**config.mk**
```make
export PLATFORM = sky130hd
export DESIGN_NAME = trig_arbiter_flat
export DESIGN_NICKNAME = d
export VERILOG_FILES = /design/src/rtl/trig_arbiter_if.sv /design/src/rtl/trig_arbiter.sv /design/src/flat_wrapper.sv
export SDC_FILE = /design/constraint.sdc
export NUM_CORES = 1
export LEC_CHECK = 0
export ABC_AREA = 0
export ABC_CLOCK_PERIOD_IN_PS = 2200
export CAP_MARGIN = 5
export CORE_MARGIN = 5
export CORE_UTILIZATION = 37
export CTS_CLUSTER_SIZE = 24
export DETAILED_ROUTE_END_ITERATION = 12
export HOLD_SLACK_MARGIN = 0.02
export PLACE_DENSITY = 0.76
export SYNTH_ARGS = -nofsm -noshare
export SYNTH_HDL_FRONTEND = slang
export SYNTH_SLANG_ARGS = --single-unit
```
**constraint.sdc**
```tcl
create_clock -name Clock -period 2.2 [get_ports Clock]
set_clock_uncertainty 0.2 [all_clocks]
set_input_delay 0.22 -clock Clock [delete_from_list [all_inputs] [get_ports Clock]]
set_output_delay 0.22 -clock Clock [all_outputs]
set_load 0.03 [all_outputs]
```
**src/rtl/trig_arbiter_if.sv**
```systemverilog
// Request/response bus of trig_arbiter plus its connection to the shared cosine unit.
interface trig_arbiter_if #(
  parameter int NBITS = 16,
  parameter int NREQ  = 4,
  parameter int MW    = 5
);
  logic [NREQ-1:0]       req_valid;
  logic [NREQ*NBITS-1:0] req_x;
  logic [NREQ*MW-1:0]    req_m;
  logic [NREQ-1:0]       req_ready;
  logic [NREQ-1:0]       rsp_valid;
  logic [NBITS-1:0]      rsp_result;
  logic                  rsp_error;
  logic                  cos_start;
  logic [NBITS-1:0]      cos_x;
  logic [MW-1:0]         cos_m;
  logic                  cos_done;
  logic [NBITS-1:0]      cos_result;
  logic                  cos_flush;

  modport slave (
    input  req_valid, req_x, req_m, cos_done, cos_result,
    output req_ready, rsp_valid, rsp_result, rsp_error,
           cos_start, cos_x, cos_m, cos_flush
  );

  modport master (
    output req_valid, req_x, req_m, cos_done, cos_result,
    input  req_ready, rsp_valid, rsp_result, rsp_error,
           cos_start, cos_x, cos_m, cos_flush
  );
endinterface

```
**src/rtl/trig_arbiter.sv**
```systemverilog
// Round-robin sequencer sharing one multi-cycle cosine unit among NREQ requesters.
// Optional watchdog (flush + error response) enabled by defining TRIG_ARB_TIMEOUT_EN.
module trig_arbiter #(
  parameter int NBITS   = 16,
  parameter int NREQ    = 4,
  parameter int MW      = 5,
  parameter int TIMEOUT = 255
) (
  input  logic         Clock,
  input  logic         ResetN,
  trig_arbiter_if.slave bus
);
  localparam int GW = (NREQ > 1) ? $clog2(NREQ) : 1;

  if (NREQ < 2 || NREQ > 8 || TIMEOUT < 1) begin : g_param_check
    $error("trig_arbiter: NREQ must be 2..8 and TIMEOUT at least 1");
  end

  typedef enum logic [1:0] {S_IDLE, S_ISSUE, S_WAIT, S_RESPOND} state_t;

  state_t           r_state;
  state_t           w_state_nxt;
  logic [GW-1:0]    r_last;
  logic [GW-1:0]    r_gnt;
  logic [GW-1:0]    w_gnt;
  logic             w_gnt_vld;
  logic [NBITS-1:0] r_cos_x;
  logic [MW-1:0]    r_cos_m;
  logic [NBITS-1:0] r_result;
  logic [NREQ-1:0]  w_ready;
  logic [NREQ-1:0]  w_rsp_vld;
  logic             w_start;
  logic             w_expire;

  function automatic logic [GW-1:0] rr_idx(input logic [GW-1:0] base, input int k);
    int s;
    s = (int'(base) + k) % NREQ;
    return GW'(s);
  endfunction

  // Search begins just after the last served requester, so it is visited last.
  always_comb begin
    w_gnt     = '0;
    w_gnt_vld = 1'b0;
    for (int k = 1; k <= NREQ; k++) begin
      if (!w_gnt_vld && bus.req_valid[rr_idx(r_last, k)]) begin
        w_gnt_vld = 1'b1;
        w_gnt     = rr_idx(r_last, k);
      end
    end
  end

  always_comb begin
    w_state_nxt = r_state;
    w_ready     = '0;
    w_rsp_vld   = '0;
    w_start     = 1'b0;
    case (r_state)
      S_IDLE: begin
        if (w_gnt_vld) begin
          w_state_nxt    = S_ISSUE;
          w_ready[w_gnt] = ResetN;
        end
      end
      S_ISSUE: begin
        w_start     = 1'b1;
        w_state_nxt = S_WAIT;
      end
      S_WAIT: begin
        if (bus.cos_done || w_expire) w_state_nxt = S_RESPOND;
      end
      S_RESPOND: begin
        w_rsp_vld[r_gnt] = 1'b1;
        w_state_nxt      = S_IDLE;
      end
      default: w_state_nxt = S_IDLE;
    endcase
  end

  always_ff @(posedge Clock or negedge ResetN) begin
    if (!ResetN) begin
      r_state  <= S_IDLE;
      r_last   <= GW'(NREQ - 1);
      r_gnt    <= '0;
      r_cos_x  <= '0;
      r_cos_m  <= '0;
      r_result <= '0;
    end else begin
      r_state <= w_state_nxt;
      if (r_state == S_IDLE && w_gnt_vld) begin
        r_gnt   <= w_gnt;
        r_cos_x <= bus.req_x[int'(w_gnt)*NBITS +: NBITS];
        r_cos_m <= bus.req_m[int'(w_gnt)*MW +: MW];
      end
      // A done coinciding with watchdog expiry still returns the real result.
      if (r_state == S_WAIT && bus.cos_done)
        r_result <= bus.cos_result;
      else if (w_expire)
        r_result <= '0;
      if (r_state == S_RESPOND)
        r_last <= r_gnt;
    end
  end

`ifdef TRIG_ARB_TIMEOUT_EN
  localparam int CW = ($clog2(TIMEOUT + 1) > 8) ? $clog2(TIMEOUT + 1) : 8;

  logic [CW-1:0] r_cnt;
  logic          r_error;

  always_ff @(posedge Clock or negedge ResetN) begin
    if (!ResetN) begin
      r_cnt   <= '0;
      r_error <= 1'b0;
    end else begin
      if (r_state == S_ISSUE)
        r_cnt <= '0;
      else if (r_state == S_WAIT && !w_expire)
        r_cnt <= r_cnt + 1'b1;
      if (r_state == S_WAIT && bus.cos_done)
        r_error <= 1'b0;
      else if (w_expire)
        r_error <= 1'b1;
    end
  end

  assign w_expire      = (r_state == S_WAIT) && (r_cnt == CW'(TIMEOUT));
  assign bus.cos_flush = w_expire;
  assign bus.rsp_error = r_error;
`else
  assign w_expire      = 1'b0;
  assign bus.cos_flush = 1'b0;
  assign bus.rsp_error = 1'b0;
`endif

  assign bus.req_ready  = w_ready;
  assign bus.rsp_valid  = w_rsp_vld;
  assign bus.rsp_result = r_result;
  assign bus.cos_start  = w_start;
  assign bus.cos_x      = r_cos_x;
  assign bus.cos_m      = r_cos_m;
endmodule
```
**src/flat_wrapper.sv**
```systemverilog
// flat-port wrapper written by rule: the top's interface ports become plain ports
module trig_arbiter_flat 
#(
  parameter int NBITS   = 16,
  parameter int NREQ    = 4,
  parameter int MW      = 5,
  parameter int TIMEOUT = 255
)
  (Clock, ResetN, bus_req_valid, bus_req_x, bus_req_m, bus_cos_done, bus_cos_result, bus_req_ready, bus_rsp_valid, bus_rsp_result, bus_rsp_error, bus_cos_start, bus_cos_x, bus_cos_m, bus_cos_flush);
  trig_arbiter_if #(.NBITS(NBITS), .NREQ(NREQ), .MW(MW)) bus_i ();
  input  logic Clock;
  input  logic ResetN;
  input wire logic [$bits(bus_i.req_valid)-1:0] bus_req_valid;
  input wire logic [$bits(bus_i.req_x)-1:0] bus_req_x;
  input wire logic [$bits(bus_i.req_m)-1:0] bus_req_m;
  input wire logic [$bits(bus_i.cos_done)-1:0] bus_cos_done;
  input wire logic [$bits(bus_i.cos_result)-1:0] bus_cos_result;
  output wire logic [$bits(bus_i.req_ready)-1:0] bus_req_ready;
  output wire logic [$bits(bus_i.rsp_valid)-1:0] bus_rsp_valid;
  output wire logic [$bits(bus_i.rsp_result)-1:0] bus_rsp_result;
  output wire logic [$bits(bus_i.rsp_error)-1:0] bus_rsp_error;
  output wire logic [$bits(bus_i.cos_start)-1:0] bus_cos_start;
  output wire logic [$bits(bus_i.cos_x)-1:0] bus_cos_x;
  output wire logic [$bits(bus_i.cos_m)-1:0] bus_cos_m;
  output wire logic [$bits(bus_i.cos_flush)-1:0] bus_cos_flush;
  assign bus_i.req_valid = bus_req_valid;
  assign bus_i.req_x = bus_req_x;
  assign bus_i.req_m = bus_req_m;
  assign bus_i.cos_done = bus_cos_done;
  assign bus_i.cos_result = bus_cos_result;
  assign bus_req_ready = bus_i.req_ready;
  assign bus_rsp_valid = bus_i.rsp_valid;
  assign bus_rsp_result = bus_i.rsp_result;
  assign bus_rsp_error = bus_i.rsp_error;
  assign bus_cos_start = bus_i.cos_start;
  assign bus_cos_x = bus_i.cos_x;
  assign bus_cos_m = bus_i.cos_m;
  assign bus_cos_flush = bus_i.cos_flush;
  trig_arbiter #(.NBITS(NBITS), .NREQ(NREQ), .MW(MW), .TIMEOUT(TIMEOUT)) u_core (.Clock(Clock), .ResetN(ResetN), .bus(bus_i));
endmodule
```
==> results of run 1 <==
==> where the power goes <==
part	switching [mW]	total (mW)	leakage (nW)	internal [mW]
registers	0.268	1.46	0.483	1.20
logic	1.96	3.73	1.39	1.77
clock network	0.309	0.536	0.0443	0.227
total	2.54	5.73	1.92	3.19
==> kinds of logic after synthesis <==
kind of cell / Yosys count / synth area share
compound gates: 88 / 0.255
fa+ha+maj: 4 / 0.0200
buf+inv: 25 / 0.0499
flops: 43 / 0.430
mux: 37 / 0.156
other cells: 1 / 0.00149
simple gates: 48 / 0.0883
==> repair_timing <==
item,4_1_cts,5_1_grt
setup buffers,3,6
hold buffers,2,0
endpoints found under the setup margin,9,8
endpoints found under the hold margin,14,0
gates cloned,0,2
resized for setup,7,13
pin swaps,0,10
==> cell type report <==
type / instances / area (µm²) / share of cell area
clock buffers: 5 / 68.8 / 0.0152
clock inverters: 3 / 25.0 / 0.00552
inverters: 7 / 26.3 / 0.00580
multi-input cells: 179 / 1370 / 0.301
flip-flops and latches: 43 / 1080 / 0.238
well taps: 80 / 100 / 0.0221
repair buffers: 189 / 1870 / 0.412
==> worst paths after layout <==
kind | end | depth (start not counted)
setup / recovery | bus_req_ready[0] | 6
hold reg to reg | u_core.bus.rsp_result[3] | 1
min in group asynchronous | u_core.bus.cos_x[2] | 2
max in group asynchronous | u_core.bus.cos_x[1] | 2
setup reg to reg | u_core.bus.cos_m[0] | 8
hold / removal | u_core.bus.rsp_result[5] | 2
==> sequential cells by signal, summed over array words and instances, names as in the netlist <==
register               cells
u_core.bus.cos_x          16
u_core.r_gnt               2
u_core.bus.cos_m           5
u_core.r_state             2
u_core.r_last              2
u_core.bus.rsp_result     16
==> synth_stat cells, types with 3 or more instances <==
library cell / instances
buf_4: 3
o21ai_0: 27
and3_1: 4
a21oi_1: 3
mux2i_1: 21
inv_1: 6
ha_1: 4
clkbuf_1: 9
dfrtp_1: 41
mux2_2: 16
a221oi_1: 21
o22ai_1: 23
nand2_1: 9
nor2_1: 27
buf_2: 4
==> stage by stage <==
stage	setup WS [ns]	TNS (ns)	instance area, µm²
4_1_cts	-0.00747	-0.00747	4380
2_1_floorplan	0.000933	0	2510
5_1_grt	-0.0780	-0.501	4530
3_5_place_dp	-0.336	-5.25	4240
6_report	0.00398	0	4530
3_3_place_gp	-0.329	-5.25	4240
==> worst max-delay path: stages (launching register included) <==
cell      delay (ns)
dfstp_2         0.40
buf_4           0.15
o211ai_1        0.26
o311ai_4        0.16
buf_4           0.17
and3_1          0.19
buf_6           0.14
==> metal layers <==
metal,GRT usage,vias to the layer above
li1,-,1290
met1,0.246,1295
met2,0.358,102
met3,0.0561,15
met4,0.0557,0
met5,0,-
==> summary.txt, run 1 <==
Floorplanning
  – Core area: 6680 µm²
  – Starting Density: 0.375
  – Die W: 92.3 µm
  – Die span in y: 92.3 µm
  – Row cnt: 30
  – I/O pin count: 155
  – Die area: 8530 µm²

Synthesis
  – EDFF count, synth: 0
  – Gate Count Post-Synth: 246
  – Synth Flop Type: dfrtp_1
  – Sequential area share after synthesis: 0.430
  – Cell taking the most area after synthesis: dfrtp_1
  – Asr flop ratio synth: 1.00
  – Main area contributors after synthesis: dfrtp_1 41%, mux2i_1 8.4%, a221oi_1 7.3%
  – Syn Area/Cell: 10.2 µm²
  – Synth top area share: 0.409
  – Mapped Area: 2510 µm²
  – Synthesis Warnings: 0
  – Post-synthesis cell type count: 40
  – Yosys reg bits: 43

Setup path
  – Crit path from: u_core.r_last[1]
  – Critical Path Start Type: register
  – Req. time, crit path: 1.78 ns
  – FF-to-FF setup slack: 0.01 ns
  – Critical Path End Type: output pin
  – Arrival @ worst endpoint: 1.78 ns
  – WS Path Type: register to output pin
  – Crit path max fanout: 3
  – FF-to-FF Start: u_core.r_last[1]

Timing
  – Slew Limit Headroom: 0.539
  – Max Slew Vio Count: 0
  – Final period utilization: 0.998
  – Worst hold slack: 0.312 ns
  – Max Clk Rate: 455 MHz
  – Final setup viols: 0
  – RSZ-0062 raised after global routing: true
  – Period minus WS final: 2.20 ns
  – Final Hold Fails: 0
  – Worst Tran Pin Value: 0.690 ns

Detailed routing
  – Drt wl/cell: 18.2 µm
  – DR iter-0 viols: 129
  – Top sig layer: met4
  – Routed Wire Length: 9.19 mm
  – Drt drc: 0
  – Vias: 2,702
  – Met2 WL post-DR: 4.72 mm
  – Metal-1 WL: 3.67 mm
  – Final ANT Viol Nets: 0
  – Drt first pass iters: 4
  – Vias per cell: 5.34
  – Met3 routed WL: 660 µm

Clock tree
  – Max Buffers Root-to-Sink: 2
  – Htree depth: 2
  – CTS tree: done
  – Worst-Skew Late Latency: 0.31 ns
  – TritonCTS Buffers: 5
  – CTS sink cnt: 43
  – Worst-path clk slew: 0.10 ns
  – CTS Root Cell: clkbuf_8

Global routing
  – Total Routing Usage GR: 0.204
  – Pin count of the biggest net entering global routing: 33
  – Global route overflow: 0
  – Antenna violations before repair: 0
  – Number of global-route vias before repair: 2,742
  – First-pass GRT wire length: 14.0 mm

Cells and area
  – Final nets: 536
  – Antenna cells: 0
  – Util after Layout: 0.678
  – Non-filler instance count after layout: 506
  – Commonest non-fill, non-tap cells in the layout: 139 x clkdlybuf4s50_1, 41 x dfrtp_1, 31 x buf_4
  – Share of layout cells above drive strength 1: 0.195
  – Layout area overhead: 80.6%
  – Filler Cell Count: 547
  – Most common cell after layout, fill and taps aside: clkdlybuf4s50_1

Hold path
  – Hold wc startpoint: bus_cos_result[5]
  – Hold crit path type: primary input to register

Power
  – Worst vdd ir: 745 µV
  – Total power: 5.73 mW
  – Leakage: 1.92 nW
  – Pwr/cell area: 1260 nW/µm²

Placed design
  – Placed cells: 485
  – Routability cong.: 0.837
  – DPL Wire Length: 6.66 mm
  – IO Port Bufs: 152

Flow run
  – Maxcap violations: 0

Run status
  – Status: completed
Power figures use the tool's default switching activity.
==> run 2, diff against run 1 <==
CORE_ASPECT_RATIO = 1.25   (was not set)
==> run 2 against run 1 <==
  * First-iteration DRC count increased by 16%
  * Worst setup slack improved by 0.050 ns
  * Wire length grew 3.0%
  * Core utilization grew 0.67 points
  * Design area is 0.77% lower
  * Cell count rose by 1.2%
  * Maximum frequency is 2.3% higher
  * Count of clock-buffer cells in the layout rose by 1
  * Sequential share of layout area rose by 0.19 points
  * Die area grew 0.12%
  * Hold slack worse by 0.23 ns
==> summary.txt, run 2 (same netlist as run 1, synthesis figures left out) <==
Placed design
  – Placed inst area: 4250 µm² (+0.33%)
  – Placed cells: 492 (+1.4%)
  – IO Port Bufs: 152 (unchanged)
  – Routability cong.: 0.880 (+5.2%)
  – DPL Wire Length: 7.21 mm (+8.2%)

Power
  – Worst vdd ir: 573 µV (-23%)
  – Pwr/cell area: 1270 nW/µm² (+0.85%)
  – Leakage: 1.88 nW (-2.0%)

Floorplanning
  – Core area: 6570 µm² (-1.7%)
  – Die W: 83.7 µm (-9.4%)
  – Die span in y: 102 µm (+11%)
  – Row cnt: 33 (+10%)
  – Starting Density: 0.382 (+0.00665)
  – Die area: 8540 µm² (+0.12%)
  – I/O pin count: 155 (unchanged)

Clock tree
  – Worst-path clk slew: 0.09 ns (about the same)
  – Htree depth: 2 (unchanged)
  – CTS tree: done
  – Max Buffers Root-to-Sink: 2 (unchanged)
  – CTS Root Cell: clkbuf_8
  – CTS sink cnt: 43 (unchanged)
  – TritonCTS Buffers: 5 (unchanged)
  – Worst-Skew Late Latency: 0.29 ns (-0.02 ns)

Detailed routing
  – Final ANT Viol Nets: 0 (unchanged)
  – Vias per cell: 5.33 (-0.22%)
  – DR iter-0 viols: 149 (+16%)
  – Drt drc: 0 (unchanged)
  – Routed Wire Length: 9.47 mm (+3.0%)
  – Drt wl/cell: 18.5 µm (+1.8%)
  – Vias: 2,728 (+0.96%)
  – Drt first pass iters: 4 (unchanged)

Global routing
  – Total Routing Usage GR: 0.210 (+0.00590)
  – Antenna violations before repair: 0 (unchanged)
  – Global route overflow: 0 (unchanged)
  – First-pass GRT wire length: 14.1 mm (+0.64%)
  – Pin count of the biggest net entering global routing: 31 (-6.1%)
  – Number of global-route vias before repair: 2,801 (+2.2%)

Cells and area
  – Layout area overhead: 79.2%
  – Antenna cells: 0 (unchanged)
  – Filler Cell Count: 519 (-5.1%)
  – Most common cell after layout, fill and taps aside: clkdlybuf4s50_1
  – Share of layout cells above drive strength 1: 0.188 (-0.00660)
  – Non-filler instance count after layout: 512 (+1.2%)
  – Design Area, Final: 4500 µm² (-0.77%)
  – Final nets: 535 (-0.19%)
  – Util after Layout: 0.685 (+0.00668)
  – Commonest non-fill, non-tap cells in the layout: 140 x clkdlybuf4s50_1, 41 x dfrtp_1, 30 x buf_4

Timing
  – Max Slew Vio Count: 0 (unchanged)
  – Worst hold slack: 0.0816 ns (-0.231 ns)
  – Slew Limit Headroom: 0.649 (+0.111)
  – Final Hold Fails: 0 (unchanged)
  – Final period utilization: 0.976 (-0.0225)
  – RSZ-0062 raised after global routing: true
  – Period minus WS final: 2.15 ns (-0.0496 ns)
  – Max Clk Rate: 466 MHz (+2.3%)
  – Final setup viols: 0 (unchanged)
  – Worst Tran Pin Value: 0.526 ns (-0.164 ns)

Setup path
  – Arrival @ worst endpoint: 1.73 ns (-0.05 ns)
  – Critical Path End Type: output pin
  – Crit path max fanout: 5 (+2)
  – WS Path Type: register to output pin
  – Req. time, crit path: 1.78 ns (about the same)
  – Critical Path Start Type: register

Run status
  – Status: completed

Flow run
  – Maxcap violations: 0 (unchanged)

Hold path
  – Hold crit path type: primary input to asynchronous set/reset pin
[run 2: changes by cell type in the layout (fill, tap and decap cells not counted), sizes merged]
cell / delta
clkdlybuf4s50: +1
dlygate4sd3: -1
buf: +2
dlymetal6s2s: -4
clkinv: -1
dlygate4sd2: +2
[run 2: area by class of cell]
type / count / area (µm²) / area share
clock inverter: 2 / 12.5 / 0.00278
clock buffer: 6 / 72.6 / 0.0161
sequential: 43 / 1080 / 0.240
multi-input combinational: 179 / 1360 / 0.303
inverter: 7 / 26.3 / 0.00584
tap: 87 / 109 / 0.0242
timing repair buffer: 188 / 1840 / 0.408
[run 2: path summary, 6_finish.rpt]
| path | start | to | slack, ns | cells past startpoint |
|---|---|---|---|---|
| worst min-delay path | ResetN | u_core.bus.cos_m[4] | 0.08 | 2 |
| worst max-delay path | u_core.r_last[1] | bus_req_ready[2] | 0.05 | 5 |
| max in group asynchronous | ResetN | u_core.bus.cos_x[1] | 1.18 | 3 |
| worst max register to register | u_core.r_last[1] | u_core.bus.cos_x[13] | 0.05 | 8 |
| worst min register to register | u_core.bus.rsp_result[14] | u_core.bus.rsp_result[14] | 0.31 | 1 |
| min in group Clock | u_core.bus.rsp_result[14] | u_core.bus.rsp_result[14] | 0.31 | 1 |
[run 2: metrics by stage]
stage | power, mW | setup WS, ns | setup TNS (ns)
2_1_floorplan | 3.55 | 0.000933 | 0
3_3_place_gp | 4.97 | -0.146 | -2.79
3_5_place_dp | 5.05 | -0.175 | -3.20
4_1_cts | 5.61 | -0.0227 | -0.0371
5_1_grt | 6.08 | -0.0296 | -0.420
6_report | 5.73 | 0.0535 | 0
[run 2: repair_timing]
| action | in CTS | in global routing |
|---|---|---|
| cloned | 0 | 1 |
| setup endpoints to repair | 7 | 17 |
| resized for setup | 10 | 11 |
| hold buffers | 1 | 0 |
| setup buffers | 3 | 8 |
| pin swaps | 1 | 13 |
| endpoints found under the hold margin | 41 | 0 |
[run 2: power by group]
part | internal [mW] | total (mW) | switching (mW)
combinational | 1.77 | 3.75 | 1.98
clock | 0.223 | 0.516 | 0.293
sequential | 1.20 | 1.46 | 0.269
total | 3.19 | 5.73 | 2.55
[run 2: metal layers]
metal	vias up	share of wire	track usage	wire, µm
li1	1290	-	-	-
met1	1320	0.36	0.229	3420
met2	102	0.54	0.385	5130
met3	16	0.070	0.0597	665
met4	0	0.026	0.0879	248
met5	-	0	0	0
[run 2: worst max-delay path: stages, from the launching register on]
cell     delay, ns
dfstp_2       0.60
buf_6         0.11
a21oi_1       0.08
o221a_4       0.33
and3_4        0.17
buf_6         0.13
